[config.mk]
export PLATFORM = sky130hd
export DESIGN_NAME = packed_lane_packer
export DESIGN_NICKNAME = d
export VERILOG_FILES = /design/src/rtl/packed_lane_pkg.sv /design/src/rtl/lane_combine.sv /design/src/rtl/packed_lane_packer.sv
export SDC_FILE = /design/constraint.sdc
export NUM_CORES = 1
export LEC_CHECK = 0
export ABC_AREA = 1
export CAP_MARGIN = 30
export CORE_ASPECT_RATIO = 0.75
export CORE_UTILIZATION = 48
export CTS_CLUSTER_SIZE = 25
export DETAILED_ROUTE_END_ITERATION = 12
export HOLD_SLACK_MARGIN = 0.15
export PLACE_DENSITY = 0.76
export SYNTH_ARGS = -nofsm -noshare
export SYNTH_HDL_FRONTEND = slang
export SYNTH_HIERARCHICAL = 1
export SYNTH_SLANG_ARGS = --single-unit
[constraint.sdc]
create_clock -name clk -period 2.2 [get_ports clk]
set_input_delay 0.33 -clock clk [delete_from_list [all_inputs] [get_ports clk]]
set_output_delay 0.33 -clock clk [all_outputs]
set_load 0.01 [all_outputs]
[src/rtl/packed_lane_pkg.sv]
// Shared types and sizing helpers for the packed lane packer.
// Build option: PACKED_LANE_SAT_EN selects saturating lane-0 combine.
package packed_lane_pkg;

  localparam int MAX_LANES = 16;
  localparam int DEFAULT_LANE_W = 8;

  // Packages cannot take parameters, so this is the default-width lane.
  // Modules with a different LANE_W declare their own lane_t of that width.
  typedef logic [DEFAULT_LANE_W-1:0] lane_t;

  typedef enum logic {
    FILL = 1'b0,
    HOLD = 1'b1
  } state_e;

  function automatic int count_w(input int lanes);
    return $clog2(lanes + 1);
  endfunction

endpackage

[src/rtl/lane_combine.sv]
// Lane-0 combine: sum of two lane values, wrapping by default or saturating
// when PACKED_LANE_SAT_EN is defined.
module lane_combine #(
  parameter int LANE_W = 8
) (
  input  logic [LANE_W-1:0] a,
  input  logic [LANE_W-1:0] b,
  output logic [LANE_W-1:0] y
);

`ifdef PACKED_LANE_SAT_EN
  logic [LANE_W:0] sum;

  assign sum = {1'b0, a} + {1'b0, b};
  assign y   = sum[LANE_W] ? {LANE_W{1'b1}} : sum[LANE_W-1:0];
`else
  // The carry out of the LANE_W-bit add is simply dropped.
  assign y = a + b;
`endif

endmodule

[src/rtl/packed_lane_packer.sv]
// Gathers LANE_W-bit elements into a LANES-wide packed word, lane 0 first,
// with an early close on in_last. Build option: PACKED_LANE_SAT_EN.
module packed_lane_packer
  import packed_lane_pkg::*;
#(
  parameter int LANE_W = 8,
  parameter int LANES  = 2
) (
  input  logic                        clk,
  input  logic                        rst,
  input  logic                        in_valid,
  output logic                        in_ready,
  input  logic [LANE_W-1:0]           in_data,
  input  logic                        in_last,
  output logic                        out_valid,
  input  logic                        out_ready,
  output logic [LANES*LANE_W-1:0]     out_data,
  output logic [LANE_W-1:0]           out_top,
  output logic [count_w(LANES)-1:0]   out_count
);

  localparam int IDX_W = count_w(LANES);
  localparam logic [IDX_W-1:0] LAST_IDX = IDX_W'(LANES - 1);

  typedef logic [LANE_W-1:0] word_lane_t;

  if (LANES < 1 || LANES > MAX_LANES) begin : g_bad_lanes
    $error("packed_lane_packer: LANES must be in 1..16");
  end

  state_e                   state_q, state_d;
  logic [IDX_W-1:0]         idx_q, idx_d;
  word_lane_t               lane_q [LANES];
  logic [LANES*LANE_W-1:0]  data_q;
  word_lane_t               top_q;
  logic [IDX_W-1:0]         count_q;

  logic                     accept;
  logic                     emit;
  logic                     closing;
  logic                     load_en;
  word_lane_t               comb_a;
  word_lane_t               comb_y;
  logic [LANES*LANE_W-1:0]  load_word;

  assign out_valid = (state_q == HOLD);
  assign in_ready  = !rst && (!out_valid || out_ready);
  assign accept    = in_valid && in_ready;
  assign emit      = out_valid && out_ready;
  assign closing   = accept && (in_last || (idx_q == LAST_IDX));

  // The closing element never sits in the buffer first, so it is taken
  // straight from in_data both as the top lane and as the combine partner.
  assign comb_a = (idx_q == '0) ? in_data : lane_q[0];

  lane_combine #(
    .LANE_W (LANE_W)
  ) u_combine (
    .a (comb_a),
    .b (in_data),
    .y (comb_y)
  );

  for (genvar gi = 0; gi < LANES; gi++) begin : g_load
    localparam logic [IDX_W-1:0] GI_IDX = IDX_W'(gi);
    if (gi == 0) begin : g_lane0
      assign load_word[0 +: LANE_W] = comb_y;
    end else begin : g_upper
      assign load_word[gi*LANE_W +: LANE_W] =
        (idx_q == GI_IDX) ? in_data :
        (GI_IDX < idx_q)  ? lane_q[gi] : '0;
    end
  end

  always_comb begin
    state_d = state_q;
    load_en = 1'b0;
    idx_d   = idx_q;
    if (accept) begin
      idx_d = closing ? '0 : idx_q + 1'b1;
    end
    case (state_q)
      FILL: begin
        if (closing) begin
          state_d = HOLD;
          load_en = 1'b1;
        end
      end
      HOLD: begin
        if (closing) begin
          load_en = 1'b1;
        end else if (emit) begin
          state_d = FILL;
        end
      end
      default: state_d = FILL;
    endcase
  end

  always_ff @(posedge clk or posedge rst) begin
    if (rst) begin
      state_q <= FILL;
      idx_q   <= '0;
      data_q  <= '0;
      top_q   <= '0;
      count_q <= '0;
    end else begin
      state_q <= state_d;
      idx_q   <= idx_d;
      if (load_en) begin
        data_q  <= load_word;
        top_q   <= in_data;
        count_q <= idx_q + 1'b1;
      end
    end
  end

  always_ff @(posedge clk or posedge rst) begin
    if (rst) begin
      for (int i = 0; i < LANES; i++) begin
        lane_q[i] <= '0;
      end
    end else begin
      for (int i = 0; i < LANES; i++) begin
        if (accept && (idx_q == IDX_W'(i))) begin
          lane_q[i] <= in_data;
        end
      end
    end
  end

  assign out_data  = data_q;
  assign out_top   = top_q;
  assign out_count = count_q;

endmodule
# [Word level (Yosys, flattened, before mapping)]
# Cells that the tools add are included.
[totals] register_bits=45 latchBits=0 ramBits=0 rom_bits=0 input_bits=13 out_inout_bits=28 wordCells=31 memories=0
[classes] addsub=2 n_mul=0 div_mod_pow=0 n_lt_le_gt_ge=1 eq_ne=1 shift=0 n_mux=8 n_bitwise=1 reduce_logical=11
[ops] cell="8-bit 2-to-1 mux" count=3
[ops] cell="8-bit adder" count=1
[ops] cell="1-bit logical AND" count=6
[ops] cell="1-bit 2-to-1 mux" count=3
[ops] cell="2-bit by 1-bit adder with 2-bit output (second input constant)" count=1
[ops] cell="2-bit by 1-bit == test with 1-bit output (second input constant)" count=1
[ops] cell="1-bit logical NOT" count=2
[ops] cell="2-bit logical NOT" count=1
[ops] cell="1-bit logical OR" count=2
[ops] cell="1-bit by 2-bit less-than comparator with 1-bit output (first input constant)" count=1
[ops] cell="2-bit 2-to-1 mux" count=1
[ops] cell="1-bit case mux with 2 select lines" count=1
[ops] cell="1-bit inverter" count=1

# [Logic depth before layout (Yosys ltp)]
# Gate-level depths: netlist of the first run.
[depth] word_depth=7 ltp_mapped=19 depth_no_buf=17

# [Modules after synthesis]
# Netlist of the first run, hierarchy kept.
[modules_own_cells] mod="packed_lane_packer" instances=1 cells_each=257 area_per_inst_um2=2129.5 seq_area_each_um2=1126.1
[modules_own_cells] mod="lane_combine" instances=1 cells_each=60 area_per_inst_um2=361.6 seq_area_each_um2=0.0

# [Worst setup path before layout of the first run]
# No wires, ideal clock.
[synth_path] path_type="register to register" startpoint="register idx_q[1]" endpoint="register data_q[6] (netlist: out_data[6])" setup_time_ps=117 arrival_time_ps=2280 required_time_ps=2083 setup_slack_ps=-197 path_stages_with_launch=19 path_buffers=2 synth_period_minus_slack_ps=2397 cell_sequence="dfrtp_1 clkbuf_1 inv_1 ha_1 buf_2 inv_2 nand2_1 nand2_1 ha_1 inv_1 fa_1 inv_1 nand2_1 nand2_1 nand3_1 nand3_1 nand2_1 nand4_1 nand2_1"
[synth_between] word_cells_on_any_way=7 classes_between="add/sub (1); eq/ne (1); mux (2); reduce/logical (3)"
[synth_rtl] item="from (decl)" line="packed_lane_packer.sv:32" source="logic [IDX_W-1:0] idx_q, idx_d;"
[synth_rtl] item="from (signal assigned)" line="packed_lane_packer.sv:109" source="idx_q <= idx_d;"
[synth_rtl] item="2-bit logical NOT" line="packed_lane_packer.sv:54" source="assign comb_a = (idx_q == '0) ? in_data : lane_q[0];"
[synth_rtl] item="8-bit 2-to-1 mux" line="packed_lane_packer.sv:54"
[synth_rtl] item="named net comb_a[0]" line="packed_lane_packer.sv:42" source="word_lane_t comb_a;"
[synth_rtl] item="8-bit adder" line="lane_combine.sv:18" source="assign y = a + b;"
[synth_rtl] item="named net comb_y[6]" line="packed_lane_packer.sv:43" source="word_lane_t comb_y;"
[synth_rtl] item="to (signal assigned)" line="packed_lane_packer.sv:111" source="data_q <= load_word;"
[synth_rtl] item="to (decl)" line="packed_lane_packer.sv:34" source="logic [LANES*LANE_W-1:0] data_q;"
# The timed path passes the listed nets, and every way through them passes these cells.
# A chain may end at the register's enable or synchronous reset.

# [Final worst setup path of the first run]
[layout_path] startpoint="register idx_q[1]" endpoint="register data_q[5] (netlist: out_data[5])"
# Same word-level chain as after synthesis.

==> results of run 1 <==
## metal layers
| metal | part of all wire [%] | up-vias | GRT usage, % |
|---|---|---|---|
| met3 | 5.0 | 8 | 4.52 |
| met5 | 0 | - | 0 |
| met1 | 48 | 1033 | 32.4 |
| li1 | - | 1118 | - |
| met4 | 1.1 | 0 | 7.63 |
| met2 | 46 | 63 | 39.1 |
## where the power goes
part | switching [W] | internal, W | total [W]
combinational | 0.000812 | 0.000782 | 0.00159
sequential | 0.000169 | 0.00113 | 0.00130
clock | 0.000282 | 0.000451 | 0.000732
total | 0.00126 | 0.00236 | 0.00362
## worst max-delay path, stage by stage (launching register included)
cell      delay [ps]
dfrtp_1          400
inv_2             90
ha_4             190
clkinv_4         100
nand2_1           80
nand2_1           60
ha_1             310
or2_1            240
nand3b_1         110
nand2_1           60
nand2_1           50
nand2_1           60
nand4_1          110
nand2_1           60
## stage by stage
step	worst slack (ps)	instances	hold slack, ps	power [W]	utilization, %
floorplan	-5.03	317	380	0.00223	-
detailed placement	-54.4	430	462	0.00288	61.7
finish	184	438	476	0.00362	64.8
global placement	1.93	430	453	0.00284	61.7
global route	-14.3	438	509	0.00392	64.8
CTS	54.3	438	482	0.00363	64.4
## Yosys cell counts
library cell,instances
clkinv_1,1
nand2_4,1
xnor2_4,1
a21oi_1,4
inv_6,1
nand4_1,21
buf_2,3
inv_1,18
nor2_4,3
nand3b_1,1
xnor2_1,3
ha_1,9
nand4_4,1
nand2_1,172
nand3_1,13
nor2_1,5
nand2_2,2
clkbuf_1,1
or2_1,2
dfrtp_1,45
nand3_4,1
buf_6,7
inv_2,1
fa_1,1
## how the worst max path moves through the flow
stage	to	slack (ps)
global placement	out_data[6]$_DFFE_PP0P_	2
floorplan	out_data[6]$_DFFE_PP0P_	-5
global route	out_data[4]$_DFFE_PP0P_	-10
detailed placement	out_data[6]$_DFFE_PP0P_	-50
CTS	out_data[6]$_DFFE_PP0P_	50
finish	out_data[5]$_DFFE_PP0P_	180
## flip-flops by register name, indices dropped and copies added, names as in the netlist
signal,flops
lane_q,16
out_data,16
out_top,8
idx_q,2
out_count,2
out_valid,1
## final cells by class
type | count | area, sq um | area share, %
clock inverters | 3 | 65.1 | 2.02
multi-input cells | 240 | 1200 | 37.5
flip-flops and latches | 45 | 1130 | 35.0
inverters | 21 | 92.6 | 2.88
well taps | 60 | 75.1 | 2.34
repair buffers | 64 | 581 | 18.1
clock buffers | 5 | 68.8 | 2.14
## logic make-up (layout without fill, tap and decap cells)
group | count (synthesis) | count (layout)
AND/OR/NAND/NOR | 222 | 222
flip-flops | 45 | 45
buffers and inverters | 32 | 93
adder cells (fa/ha/maj) | 10 | 10
AO/OA/AOI/OAI | 4 | 4
XOR/XNOR | 4 | 4
## what timing repair did
item | CTS | global route
pin swaps | 0 | 2
gates resized for setup | 1 | 7
setup endpoints to repair | 3 | 4
hold endpoints to repair | 0 | 0
==> run metrics, run 1 <==
area post-placement=3060 sq um; Pre-Repair DR Iteration Count=5; Critical Path Source Type=register; share of the synthesized area in the top cell type=45.2%; H-tree depth=2; worst-margin pin slew=411 ps; register bit total from synthesis=45; Syn Nets=340; max_slew headroom=72.5%; Synth Area in XOR/XNOR=2.16%; clock buffer depth=2; DRC viols=0; Arr. time, crit path=2210 ps; final count of hold timing violations=0; die width=85.2 um; area delta synth->final=29.0%; Antenna Nets Post-Route=0; post-cts hold buffer count=0; Distinct cells, synth=24; Synth Warn #=6; R2R setup slack=180 ps; RSZ-0062 raised after global routing=true; post-CTS setup buffer count=0; Pwr Density=1130 nW/um^2; Iter 0 DRT Violations=132; vias per cell=5.07; port buffer count=40; Ports=41; share of layout cells above drive strength 1=13.2%; min cycle time layout=2020 ps; clock skew=7.66 ps; Setup-failing EPs final=0; max frequency=496 MHz; Tot GR Track Use=23.9%; first-pass GRT wire length=10100 um; Synth area leaders=dfrtp_1, nand2_1, nand4_1; Core Box Area=4950 sq um; leakage=1.71 nW; Max Cap Viol=0; worst-path fanout max=9; mux share of post-synthesis cell area=0%; hpwl dp=4310 um; via count of the first global-routing pass=2199; largest family of logic cells by synthesized area=simple AND/OR/NAND/NOR gates; CTS tree=yes; Root Driver=clkbuf_8; Hold Crit Depth=2; initial antenna violation count=0; die area=5490 sq um; most frequent cells in the layout=nand2_1, dfrtp_1, clkdlybuf4s50_1; Die Y=64.4 um; drt wl/cell=12.9 um; Syn Area/Cell=7.86 sq um; simple-gate portion of the synthesized area=39.2%; hold crit path type=reg2reg; Design Area, Final=3210 sq um; post-synthesis sequential area ratio=45.2%; r2r startpoint=idx_q[1]$_DFFE_PP0P_; CP Launch Point=idx_q[1]$_DFFE_PP0P_; fillers=421; final wirelength=5650 um; Vias=2222; R2R depth=13; Synth area leader=dfrtp_1; nets=400; Final period util=91.7%; Initial Utilization=50.3%; num rows=22; Cells after Synth=317; clock-pin slew on the worst setup and hold paths=80 ps; post-route setup TNS=0 ps; clock latency on the worst-skew pair=310 ps; Synth Area in Adders=5.32%; hold path startpoint=out_data[5]$_DFFE_PP0P_; CTS Sinks=45; CP required=2400 ps; outcome=finished clean; largest net degree at the start of global routing=28; synthesized area=2490 sq um; grt ovf=0; Synth Area in Compound Gates=0.804%; maximum VDD drop=0.595 mV; GP Congestion=0.841; Critical Path End Type=register; worst r2r dst=out_data[5]$_DFFE_PP0P_; most common cell after layout, fill and taps aside=nand2_1; Slew Limit Fails=0; WHS Endpoint=out_data[5]$_DFFE_PP0P_; cts bufs inserted=5; crit path kind=reg2reg; antenna diode count=0
No activity file was read; power rests on OpenSTA's default activity.
==> inputs of run 2 (changes only) <==
--- a/config.mk
+++ b/config.mk
@@ -7,12 +7,14 @@
 export LEC_CHECK = 0
 export ABC_AREA = 1
 export CAP_MARGIN = 30
+export CELL_PAD_IN_SITES_DETAIL_PLACEMENT = 0
+export CELL_PAD_IN_SITES_GLOBAL_PLACEMENT = 1
 export CORE_ASPECT_RATIO = 0.75
-export CORE_UTILIZATION = 48
+export CORE_UTILIZATION = 35
 export CTS_CLUSTER_SIZE = 25
 export DETAILED_ROUTE_END_ITERATION = 12
 export HOLD_SLACK_MARGIN = 0.15
-export PLACE_DENSITY = 0.76
+export PLACE_DENSITY_LB_ADDON = 0.1
 export SYNTH_ARGS = -nofsm -noshare
 export SYNTH_HDL_FRONTEND = slang
 export SYNTH_HIERARCHICAL = 1
==> run 2 against run 1 <==
Effect of this change:
- register-to-register slack worse by 80 ps
- sequential share of layout area is 1.8 points lower
- power is 3.7% higher
- critical path depth is 1 higher
- die area is 36% higher
- setup slack worse by 81 ps
- clock power is 9.4% lower
- non-clock buffer count is 10 higher
- critical endpoint unchanged
- largest cell class unchanged
==> run metrics, run 2 (same netlist as run 1, synthesis figures left out) <==
outcome=finished clean; clock buffer depth=2 (unchanged); max frequency=477 MHz (-3.9%); Die Y=75.1 um (+17%); slowest stage cell, crit path=dfrtp_1; Root Driver=clkbuf_8; Slew Limit Fails=0 (unchanged); worst-margin pin slew=519 ps (+108 ps); grt ovf=0 (unchanged); worst-path fanout max=6 (-3); Critical Path End Type=register; clock latency on the worst-skew pair=300 ps (about the same); min cycle time layout=2100 ps (+80.8 ps); CTS Sinks=45 (unchanged); Critical Path Source Type=register; via count of the first global-routing pass=2002 (-9.0%); Pwr Density=1110 nW/um^2 (-1.7%); Crit path largest cell delay=400 ps (about the same); fillers=674 (+60%); hpwl dp=4720 um (+9.3%); Ports=41 (unchanged); cts bufs inserted=5 (unchanged); initial antenna violation count=0 (unchanged); Core Box Area=6830 sq um (+38%); post-cts hold buffer count=0 (unchanged); CTS tree=yes; drt wl/cell=13.9 um (+8.0%); crit path kind=reg2reg; Setup-failing EPs final=0 (unchanged); H-tree depth=2 (unchanged); Antenna Nets Post-Route=0 (unchanged); area delta synth->final=36.1%; CP required=2400 ps (about the same); Worst Path Buf+Inv=3 (+1); final count of hold timing violations=0 (unchanged); first-pass GRT wire length=10500 um (+4.0%); DRC viols=0 (unchanged); Iter 0 DRT Violations=77 (-42%); port buffer count=40 (unchanged); final wirelength=6570 um (+16%); share of layout cells above drive strength 1=18.3% (+5.1 points); Max Cap Viol=0 (unchanged); post-route setup TNS=0 ps (unchanged); die area=7460 sq um (+36%); Final period util=95.3% (+3.7 points); num rows=26 (+18%); Arr. time, crit path=2290 ps (+80 ps); post-route insts no fill=472 (+7.8%); placed cells=457 (+6.3%); Vias=2188 (-1.5%); antenna diode count=0 (unchanged); Tot GR Track Use=18.5% (-5.5 points); crit-path cells=inv_2 -> ha_4 -> buf_4 -> buf_6 -> nand2_1 -> nand2_2 -> ha_4 -> or2_4 -> nand3b_1 -> nand2_1 -> nand2_2 -> nand2_2 -> nand4_1 -> nand2_1; largest net degree at the start of global routing=30 (+7.1%); leakage=1.75 nW (+2.5%); RSZ-0062 raised after global routing=true; max_slew headroom=65.3% (-7.2 points); GP Congestion=0.737 (-12%); Pre-Repair DR Iteration Count=4 (-1); die width=99.4 um (+17%); most frequent cells in the layout=nand2_1, dfrtp_1, clkdlybuf4s50_1; Initial Utilization=36.5% (-14 points); hold crit path type=reg2reg; vias per cell=4.64 (-8.6%); clock-pin slew on the worst setup and hold paths=90 ps (about the same); CP top delay family=simple AND/OR/NAND/NOR gates; nets=410 (+2.5%); maximum VDD drop=0.331 mV (-44%); most common cell after layout, fill and taps aside=nand2_1; clock skew=7.79 ps (+0.128 ps)
run 2: metal layers:
metal / GRT usage [%] / vias to the layer above / wire, um
met5: 0 / - / 0
met3: 3.71 / 4 / 225
met2: 25.8 / 37 / 2620
met4: 3.43 / 0 / 40
li1: - / 1139 / -
met1: 29.2 / 1008 / 3680
run 2: worst min-delay path, delay by kind of cell, from the launching register on:
family        cells  cell delay (ps)
flops             1              350
simple gates      2               90
run 2: timing repair:
item | 4_1_cts | 5_1_grt
endpoints found under the hold margin | 0 | 0
endpoints found under the setup margin | 3 | 6
setup buffers | 0 | 7
pin swaps | 0 | 8
resized for setup | 1 | 24
run 2: layout make-up:
| type | instances | area (sq um) | area share (%) |
|---|---|---|---|
| Multi-Input combinational cell | 240 | 1280 | 37.9 |
| Clock inverter | 1 | 30.0 | 0.886 |
| Tap cell | 84 | 105 | 3.10 |
| Inverter | 21 | 95.1 | 2.80 |
| Clock buffer | 7 | 86.3 | 2.55 |
| Sequential cell | 45 | 1130 | 33.2 |
| Timing Repair Buffer | 74 | 663 | 19.6 |
run 2: path summary, 6_finish.rpt:
check	startpoint	to	slack (ps)	depth (start not counted)
hold reg to reg	out_count[1]$_DFFE_PP0P_	out_count[1]$_DFFE_PP0P_	470	2
max in group asynchronous	rst	out_top[3]$_DFFE_PP0P_	1270	3
setup reg to reg	idx_q[1]$_DFFE_PP0P_	out_data[5]$_DFFE_PP0P_	100	14
setup / recovery	idx_q[1]$_DFFE_PP0P_	out_data[5]$_DFFE_PP0P_	100	14
min in group asynchronous	rst	lane_q[3]$_DFFE_PP0P_	580	3
hold / removal	out_count[1]$_DFFE_PP0P_	out_count[1]$_DFFE_PP0P_	470	2
run 2: power breakdown:
part	internal [W]	leakage [nW]	switching [W]
sequential	0.00113	0.567	0.000160
combinational	0.000908	1.13	0.000900
clock	0.000371	0.0585	0.000292
total	0.00241	1.75	0.00135
run 2: stage by stage:
stage | total power [W] | cell area (sq um) | setup slack [ps] | util [%] | hold slack (ps)
6_report | 0.00376 | 3390 | 103 | 49.6 | 472
5_1_grt | 0.00406 | 3390 | -38.3 | 49.6 | 491
4_1_cts | 0.00359 | 3230 | 51.7 | 47.2 | 479
3_5_place_dp | 0.00292 | 3110 | -52.5 | 45.5 | 458
3_3_place_gp | 0.00291 | 3110 | -24.7 | 45.5 | 454
2_1_floorplan | 0.00223 | 2500 | -5.03 | - | 380
